## src/rtl/ps2_pkg.sv

```systemverilog
// Shared types and constants for the PS/2 host transmit and keyboard receive paths.
package ps2_pkg;

    typedef enum logic [2:0] {
        IDLE,
        INHIBIT,
        START,
        SHIFT,
        ACK,
        WAIT_IDLE
    } ps2_state_e;

    localparam logic [7:0] CMD_SET_LED = 8'hED;
    localparam logic [7:0] CMD_RESET   = 8'hFF;
    localparam logic [7:0] CMD_ECHO    = 8'hEE;
    localparam logic [7:0] ACK_BYTE    = 8'hFA;

    localparam int CNT_W = 16;

    function automatic logic odd_parity(input logic [7:0] d);
        return ~^d;
    endfunction

endpackage

```

## src/rtl/ps2_sync_edge.sv

```systemverilog
// Two-flop synchronizer for one PS/2 pad plus a falling-edge pulse on the synced level.
module ps2_sync_edge (
    input  logic i_clk,
    input  logic i_rst,
    input  logic i_pad,
    output logic o_level,
    output logic o_fe
);
    logic meta_q, meta_d;
    logic sync_q, sync_d;
    logic prev_q, prev_d;

    always_comb begin
        meta_d = i_pad;
        sync_d = meta_q;
        prev_d = sync_q;
    end

    // Reset to the idle-high bus level so leaving reset never fakes an edge.
    always_ff @(posedge i_clk) begin
        if (i_rst) begin
            meta_q <= 1'b1;
            sync_q <= 1'b1;
            prev_q <= 1'b1;
        end else begin
            meta_q <= meta_d;
            sync_q <= sync_d;
            prev_q <= prev_d;
        end
    end

    assign o_level = sync_q;
    assign o_fe    = prev_q & ~sync_q;

endmodule

```

## src/rtl/ps2_host_tx.sv

```systemverilog
// PS/2 host-to-device command transmitter: inhibit, start bit, 8 data + odd parity + stop,
// device acknowledge, bus-idle wait, with a watchdog on the device clock.
module ps2_host_tx
    import ps2_pkg::*;
#(
    parameter int INHIBIT_CYC = 1300,
    parameter int START_CYC   = 24,
    parameter int TIMEOUT_CYC = 24000
) (
    input  logic       i_clk,
    input  logic       i_rst,
    input  logic       i_ps2_clk,
    input  logic       i_ps2_dat,
    input  logic       i_valid,
    input  logic [7:0] i_data,
    output logic       o_ready,
    output logic       o_ps2_clk_oe,
    output logic       o_ps2_dat_oe,
    output logic       o_done,
    output logic       o_ack_ok,
    output logic       o_timeout,
    output logic       o_busy
);
    localparam logic [CNT_W-1:0] INHIBIT_LAST = CNT_W'(INHIBIT_CYC - 1);
    localparam logic [CNT_W-1:0] START_LAST   = CNT_W'(START_CYC - 1);
    localparam logic [CNT_W-1:0] TIMEOUT_LAST = CNT_W'(TIMEOUT_CYC - 1);

    ps2_state_e       state_q, state_d;
    logic [CNT_W-1:0] cnt_q, cnt_d;
    logic [3:0]       bit_idx_q, bit_idx_d;
    logic [8:0]       frame_q, frame_d;
    logic             clk_oe_q, clk_oe_d;
    logic             dat_oe_q, dat_oe_d;
    logic             done_q, done_d;
    logic             ack_ok_q, ack_ok_d;
    logic             timeout_q, timeout_d;
    logic             idle_cnt_q, idle_cnt_d;

    logic clk_level, clk_fe, dat_level, dat_fe_unused;

    ps2_sync_edge u_clk_sync (
        .i_clk  (i_clk),
        .i_rst  (i_rst),
        .i_pad  (i_ps2_clk),
        .o_level(clk_level),
        .o_fe   (clk_fe)
    );

    ps2_sync_edge u_dat_sync (
        .i_clk  (i_clk),
        .i_rst  (i_rst),
        .i_pad  (i_ps2_dat),
        .o_level(dat_level),
        .o_fe   (dat_fe_unused)
    );

    // Handshake: a byte is taken in any cycle with i_valid && o_ready; o_ready stays low
    // through the o_done cycle, so a request is never queued or taken while busy.
    assign o_ready = (state_q == IDLE) && !done_q;
    assign o_busy  = ~o_ready;

    always_comb begin
        state_d    = state_q;
        cnt_d      = cnt_q;
        bit_idx_d  = bit_idx_q;
        frame_d    = frame_q;
        clk_oe_d   = clk_oe_q;
        dat_oe_d   = dat_oe_q;
        done_d     = 1'b0;
        ack_ok_d   = ack_ok_q;
        timeout_d  = timeout_q;
        idle_cnt_d = idle_cnt_q;

        unique case (state_q)
            IDLE: begin
                if (i_valid && o_ready) begin
                    frame_d   = {odd_parity(i_data), i_data};
                    ack_ok_d  = 1'b0;
                    timeout_d = 1'b0;
                    cnt_d     = '0;
                    clk_oe_d  = 1'b1;
                    dat_oe_d  = 1'b0;
                    state_d   = INHIBIT;
                end
            end
            INHIBIT: begin
                if (cnt_q == INHIBIT_LAST) begin
                    cnt_d    = '0;
                    dat_oe_d = 1'b1;
                    state_d  = START;
                end else begin
                    cnt_d = cnt_q + 1'b1;
                end
            end
            START: begin
                if (cnt_q == START_LAST) begin
                    cnt_d     = '0;
                    clk_oe_d  = 1'b0;
                    bit_idx_d = '0;
                    state_d   = SHIFT;
                end else begin
                    cnt_d = cnt_q + 1'b1;
                end
            end
            SHIFT, ACK, WAIT_IDLE: begin
                // A device clock edge outranks a watchdog expiry landing in the same cycle.
                if (clk_fe) begin
                    cnt_d      = '0;
                    idle_cnt_d = 1'b0;
                    if (state_q == SHIFT) begin
                        if (bit_idx_q == 4'd9) begin
                            dat_oe_d = 1'b0;
                            state_d  = ACK;
                        end else begin
                            dat_oe_d  = ~frame_q[bit_idx_q];
                            bit_idx_d = bit_idx_q + 1'b1;
                        end
                    end else if (state_q == ACK) begin
                        ack_ok_d = ~dat_level;
                        state_d  = WAIT_IDLE;
                    end
                end else if (cnt_q == TIMEOUT_LAST) begin
                    cnt_d     = '0;
                    clk_oe_d  = 1'b0;
                    dat_oe_d  = 1'b0;
                    done_d    = 1'b1;
                    ack_ok_d  = 1'b0;
                    timeout_d = 1'b1;
                    state_d   = IDLE;
                end else begin
                    cnt_d = cnt_q + 1'b1;
                    if (state_q == WAIT_IDLE) begin
                        if (clk_level && dat_level) begin
                            idle_cnt_d = 1'b1;
                            if (idle_cnt_q) begin
                                cnt_d      = '0;
                                idle_cnt_d = 1'b0;
                                done_d     = 1'b1;
                                timeout_d  = 1'b0;
                                state_d    = IDLE;
                            end
                        end else begin
                            idle_cnt_d = 1'b0;
                        end
                    end
                end
            end
            default: begin
                clk_oe_d = 1'b0;
                dat_oe_d = 1'b0;
                cnt_d    = '0;
                state_d  = IDLE;
            end
        endcase
    end

    always_ff @(posedge i_clk) begin
        if (i_rst) begin
            state_q    <= IDLE;
            cnt_q      <= '0;
            bit_idx_q  <= '0;
            frame_q    <= '0;
            clk_oe_q   <= 1'b0;
            dat_oe_q   <= 1'b0;
            done_q     <= 1'b0;
            ack_ok_q   <= 1'b0;
            timeout_q  <= 1'b0;
            idle_cnt_q <= 1'b0;
        end else begin
            state_q    <= state_d;
            cnt_q      <= cnt_d;
            bit_idx_q  <= bit_idx_d;
            frame_q    <= frame_d;
            clk_oe_q   <= clk_oe_d;
            dat_oe_q   <= dat_oe_d;
            done_q     <= done_d;
            ack_ok_q   <= ack_ok_d;
            timeout_q  <= timeout_d;
            idle_cnt_q <= idle_cnt_d;
        end
    end

    assign o_ps2_clk_oe = clk_oe_q;
    assign o_ps2_dat_oe = dat_oe_q;
    assign o_done       = done_q;
    assign o_ack_ok     = ack_ok_q;
    assign o_timeout    = timeout_q;

endmodule

```

## config.mk

```make
export PLATFORM = sky130hd
export DESIGN_NAME = ps2_host_tx
export DESIGN_NICKNAME = d
export VERILOG_FILES = /design/src/rtl/ps2_pkg.sv /design/src/rtl/ps2_sync_edge.sv /design/src/rtl/ps2_host_tx.sv
export SDC_FILE = /design/constraint.sdc
export NUM_CORES = 1
export LEC_CHECK = 0
export BUFFER_PORTS_ARGS = -buffer_cell sky130_fd_sc_hd__buf_2
export CAP_MARGIN = 20
export CORE_MARGIN = 4
export CORE_UTILIZATION = 50
export CTS_CLUSTER_DIAMETER = 80
export DETAILED_ROUTE_END_ITERATION = 10
export PLACE_DENSITY = 0.68
export SLEW_MARGIN = 20
export SYNTH_ARGS = -nofsm -noshare
export SYNTH_HDL_FRONTEND = slang
export SYNTH_SLANG_ARGS = --single-unit
```

## constraint.sdc

```tcl
create_clock -name i_clk -period 3.5 [get_ports i_clk]
set_input_delay 0 -clock i_clk [delete_from_list [all_inputs] [get_ports i_clk]]
set_output_delay 0 -clock i_clk [all_outputs]
set_load 0.05 [all_outputs]
```

==> flow_summary_export.csv <==
group,metric,value,unit
setup_path,worstSetupPathType,"reg2reg",
outcome,outcome,"finished, final reports clean",
logic_synthesis,yosys_warnings,0,
placement,dpl.hpwl,4050,µm
logic_synthesis,synth_area_per_cell,7.86,µm²
pwr,vdd_drop_max,0.488,mV
placement,place_congestion,0.870,
die,dieArea,6230,µm²
route,dr.pass1.iters,5,
setup_path,worst_setup_path_end_kind,"flop",
die,pin_count,20,
cts,clkSinkCount,43,
route,routed_wl,5790,µm
die,core_area,4790,µm²
logic_synthesis,syn-num-nets,336,
timing,period_minus_slack,2800,ps
setup_path,ff2ff_setup_slack,700,ps
global_routing,grt_max_degree,44,
pwr,p_comb_share,35.7,%
timing,grt_setup_unrepaired,"no",
layout,final_common_cell,"nand2_1",
cts,cts-buffers-inserted,5,
route,ant_nets,0,
timing,final.setup.tns,0,ps
route,drc_errors,0,
layout,num-nets-final,351,
placement,placed_cell_area,2600,µm²
timing,max_slew_margin,30.5,%
min_path,worstHoldPathType,"in2reg",
cts,clk_pin_slew,90,ps
timing,period_share,79.9,%
timing,fmax,358,MHz
layout,final_area,2800,µm²
pwr,p_sw,0.000597,W
placement,numPortBuffers,19,
pwr,switching_share,40.9,%
cts,worstSkewPairLatency,310,ps
setup_path,rr_endpoint,"cnt_q[6]",
logic_synthesis,synthCells,320,
cts,cts-root-buf,"clkbuf_8",
route,vias_per_cell,5.88,
logic_synthesis,synth.distinct_cells,56,
layout,area_growth,11.4,%
global_routing,grt_pass1_vias,2313,
setup_path,startpoint,"state_q[2]",
die,start_util,52.5,%
setup_path,rr_worst_depth,5,
setup_path,setup.worst_path.start_class,"flop",
pwr,p_int,0.000864,W
job,max_cap_viol_count,0,
timing,maxSlewViolCount,0,
timing,skew,8.47,ps
layout,fin_cells,403,
setup_path,worstPathRequired,3720,ps
timing,worst_slew_pin_slew,1040,ps
global_routing,overflow,0,
layout,final_cell_mix,"nand2_1, dfxtp_1, a21oi_1, nor2_1, buf_2",
cts,postCtsSetupRepairBufs,0,
route,drt_iter0_drc,164,
cts,tritoncts,"yes",
pwr,power_density,522,nW/µm²
global_routing,grt_pass1_wl,10300,µm
placement,place_inst,385,
layout,drive_gt1_share,12.5,%
route,wl_per_cell,14.4,µm
logic_synthesis,synth_edf_count,0,
logic_synthesis,netlist_area,2510,µm²
pwr,total_leakage_power,0.961,nW
die,rows,25,
logic_synthesis,synth.ff_latch_count,43,
timing,report.final.hold_viol_count,0,
logic_synthesis,async_reset_ff_share,0,%
die,dieHeight,78.9,µm
setup_path,worst-path-max-fanout,18,
cts,clk_path_buf_depth,2,
min_path,hold_depth,4,
timing,setup_violations,0,
pwr,power_frac_seq,40.8,%
min_path,min_from,"i_valid",
global_routing,track_usage,20.6,%
logic_synthesis,ys_seq_area_share,34.2,%
min_path,whs_endpoint,"frame_q[8]",
pwr,p_clk_share,23.5,%
cts,h-tree-depth,2,
setup_path,r2r-start,"state_q[2]",
logic_synthesis,synth_ff_type,"dfxtp_1",
setup_path,cp.arrival,3020,ps
layout,antenna_cells,0,
global_routing,antenna_found_initial,0,
die,die_w,78.9,µm
route,via_count,2368,
-- synth_stat cells, types with 2 or more instances --
library cell | n | area [µm²]
or3_1 | 4 | 25.0
o21a_1 | 3 | 22.5
and3_1 | 2 | 12.5
and2_1 | 2 | 12.5
a41oi_1 | 2 | 17.5
xnor2_1 | 7 | 61.3
nor2b_1 | 9 | 56.3
clkbuf_1 | 16 | 60.1
and4_1 | 2 | 17.5
o21ai_0 | 12 | 60.1
nor4b_1 | 3 | 26.3
a31oi_1 | 2 | 12.5
o22ai_1 | 4 | 25.0
dfxtp_1 | 43 | 861
nand3b_1 | 2 | 15.0
or2_2 | 6 | 37.5
nand2_1 | 44 | 165
ha_1 | 3 | 37.5
nor2_1 | 19 | 71.3
mux2i_1 | 4 | 40.0
o211ai_1 | 12 | 90.1
nor3_1 | 8 | 40.0
and3b_1 | 2 | 17.5
inv_1 | 8 | 30.0
o2111ai_1 | 2 | 17.5
nor4_1 | 8 | 50.1
a311oi_1 | 3 | 26.3
mux4_2 | 2 | 45.0
a21oi_1 | 21 | 105
nor3b_1 | 6 | 45.0
nand4_1 | 10 | 62.6
nand2b_1 | 7 | 43.8
buf_2 | 3 | 15.0
nand3_1 | 17 | 85.1
-- registers in the layout, summed over array words and instances, names as in the netlist --
| signal | count |
|---|---|
| bit_idx_q | 4 |
| cnt_q | 16 |
| frame_q | 9 |
| idle_cnt_q | 1 |
| o_ack_ok | 1 |
| o_done | 1 |
| o_ps2_clk_oe | 1 |
| o_ps2_dat_oe | 1 |
| o_timeout | 1 |
| state_q | 3 |
| u_clk_sync.meta_q | 1 |
| u_clk_sync.o_level | 1 |
| u_clk_sync.prev_q | 1 |
| u_dat_sync.meta_q | 1 |
| u_dat_sync.o_level | 1 |
-- metrics by stage --
stage | total power, W | util, % | setup slack [ps] | hold WS, ps
after floorplan | 0.00100 | - | 1130 | 104
after global placement | 0.00111 | 54.4 | 884 | 183
after global routing | 0.00156 | 58.5 | 323 | 300
final | 0.00146 | 58.5 | 705 | 247
after CTS | 0.00147 | 58.5 | 722 | 253
after detailed placement | 0.00112 | 54.4 | 752 | 185
-- worst max-delay path by stage --
stage                      to  slack [ps]  depth (start not counted)
floorplan            o_ack_ok        1130                          6
global placement    cnt_q[11]         880                          5
detailed placement   cnt_q[6]         750                          5
CTS                  cnt_q[6]         720                          5
global route        cnt_q[15]         320                          5
finish               cnt_q[6]         700                          5
-- cell type report --
class,count,area (µm²)
clock buffer,6,82.6
clock inverter,2,16.3
sequential,43,861
inverter,8,30.0
tap,67,83.8
fill,448,1980
multi-input combinational,247,1530
timing repair buffer,30,203
-- worst max-delay path, cell delays in order, from the launching register on --
cell	delay, ps
dfxtp_1	510
nor2b_1	400
o21ai_0	280
nor3_2	900
o21ai_1	370
o211ai_1	250
-- power by group through the flow --
stage	logic (W)	registers, W	clock network [W]
2_1_floorplan	0.000400	0.000603	0
3_3_place_gp	0.000508	0.000604	0
3_5_place_dp	0.000512	0.000607	0
4_1_cts	0.000523	0.000596	0.000354
5_1_grt	0.000582	0.000607	0.000371
6_report	0.000522	0.000597	0.000343
-- timing repair --
action | CTS | global route
resized for setup | 0 | 0
hold buffers | 10 | 0
hold endpoints to repair | 10 | 0
-- kinds of logic after synthesis --
kind of cell	synth area share (%)
adder cells (fa/ha/maj)	1.49
multiplexers	3.83
AND/OR/NAND/NOR	33.9
flip-flops	34.2
buffers and inverters	5.08
XOR/XNOR	2.79
AO/OA/AOI/OAI	18.7
-- layer usage --
metal / up-vias / GRT usage (%) / share of wire, %
li1: 1202 / - / -
met1: 1106 / 25.5 / 46
met2: 47 / 34.7 / 48
met3: 13 / 3.85 / 3.6
met4: 0 / 9.45 / 2.1
met5: - / 0 / 0
Note: power is estimated with default switching activity, not from simulation.
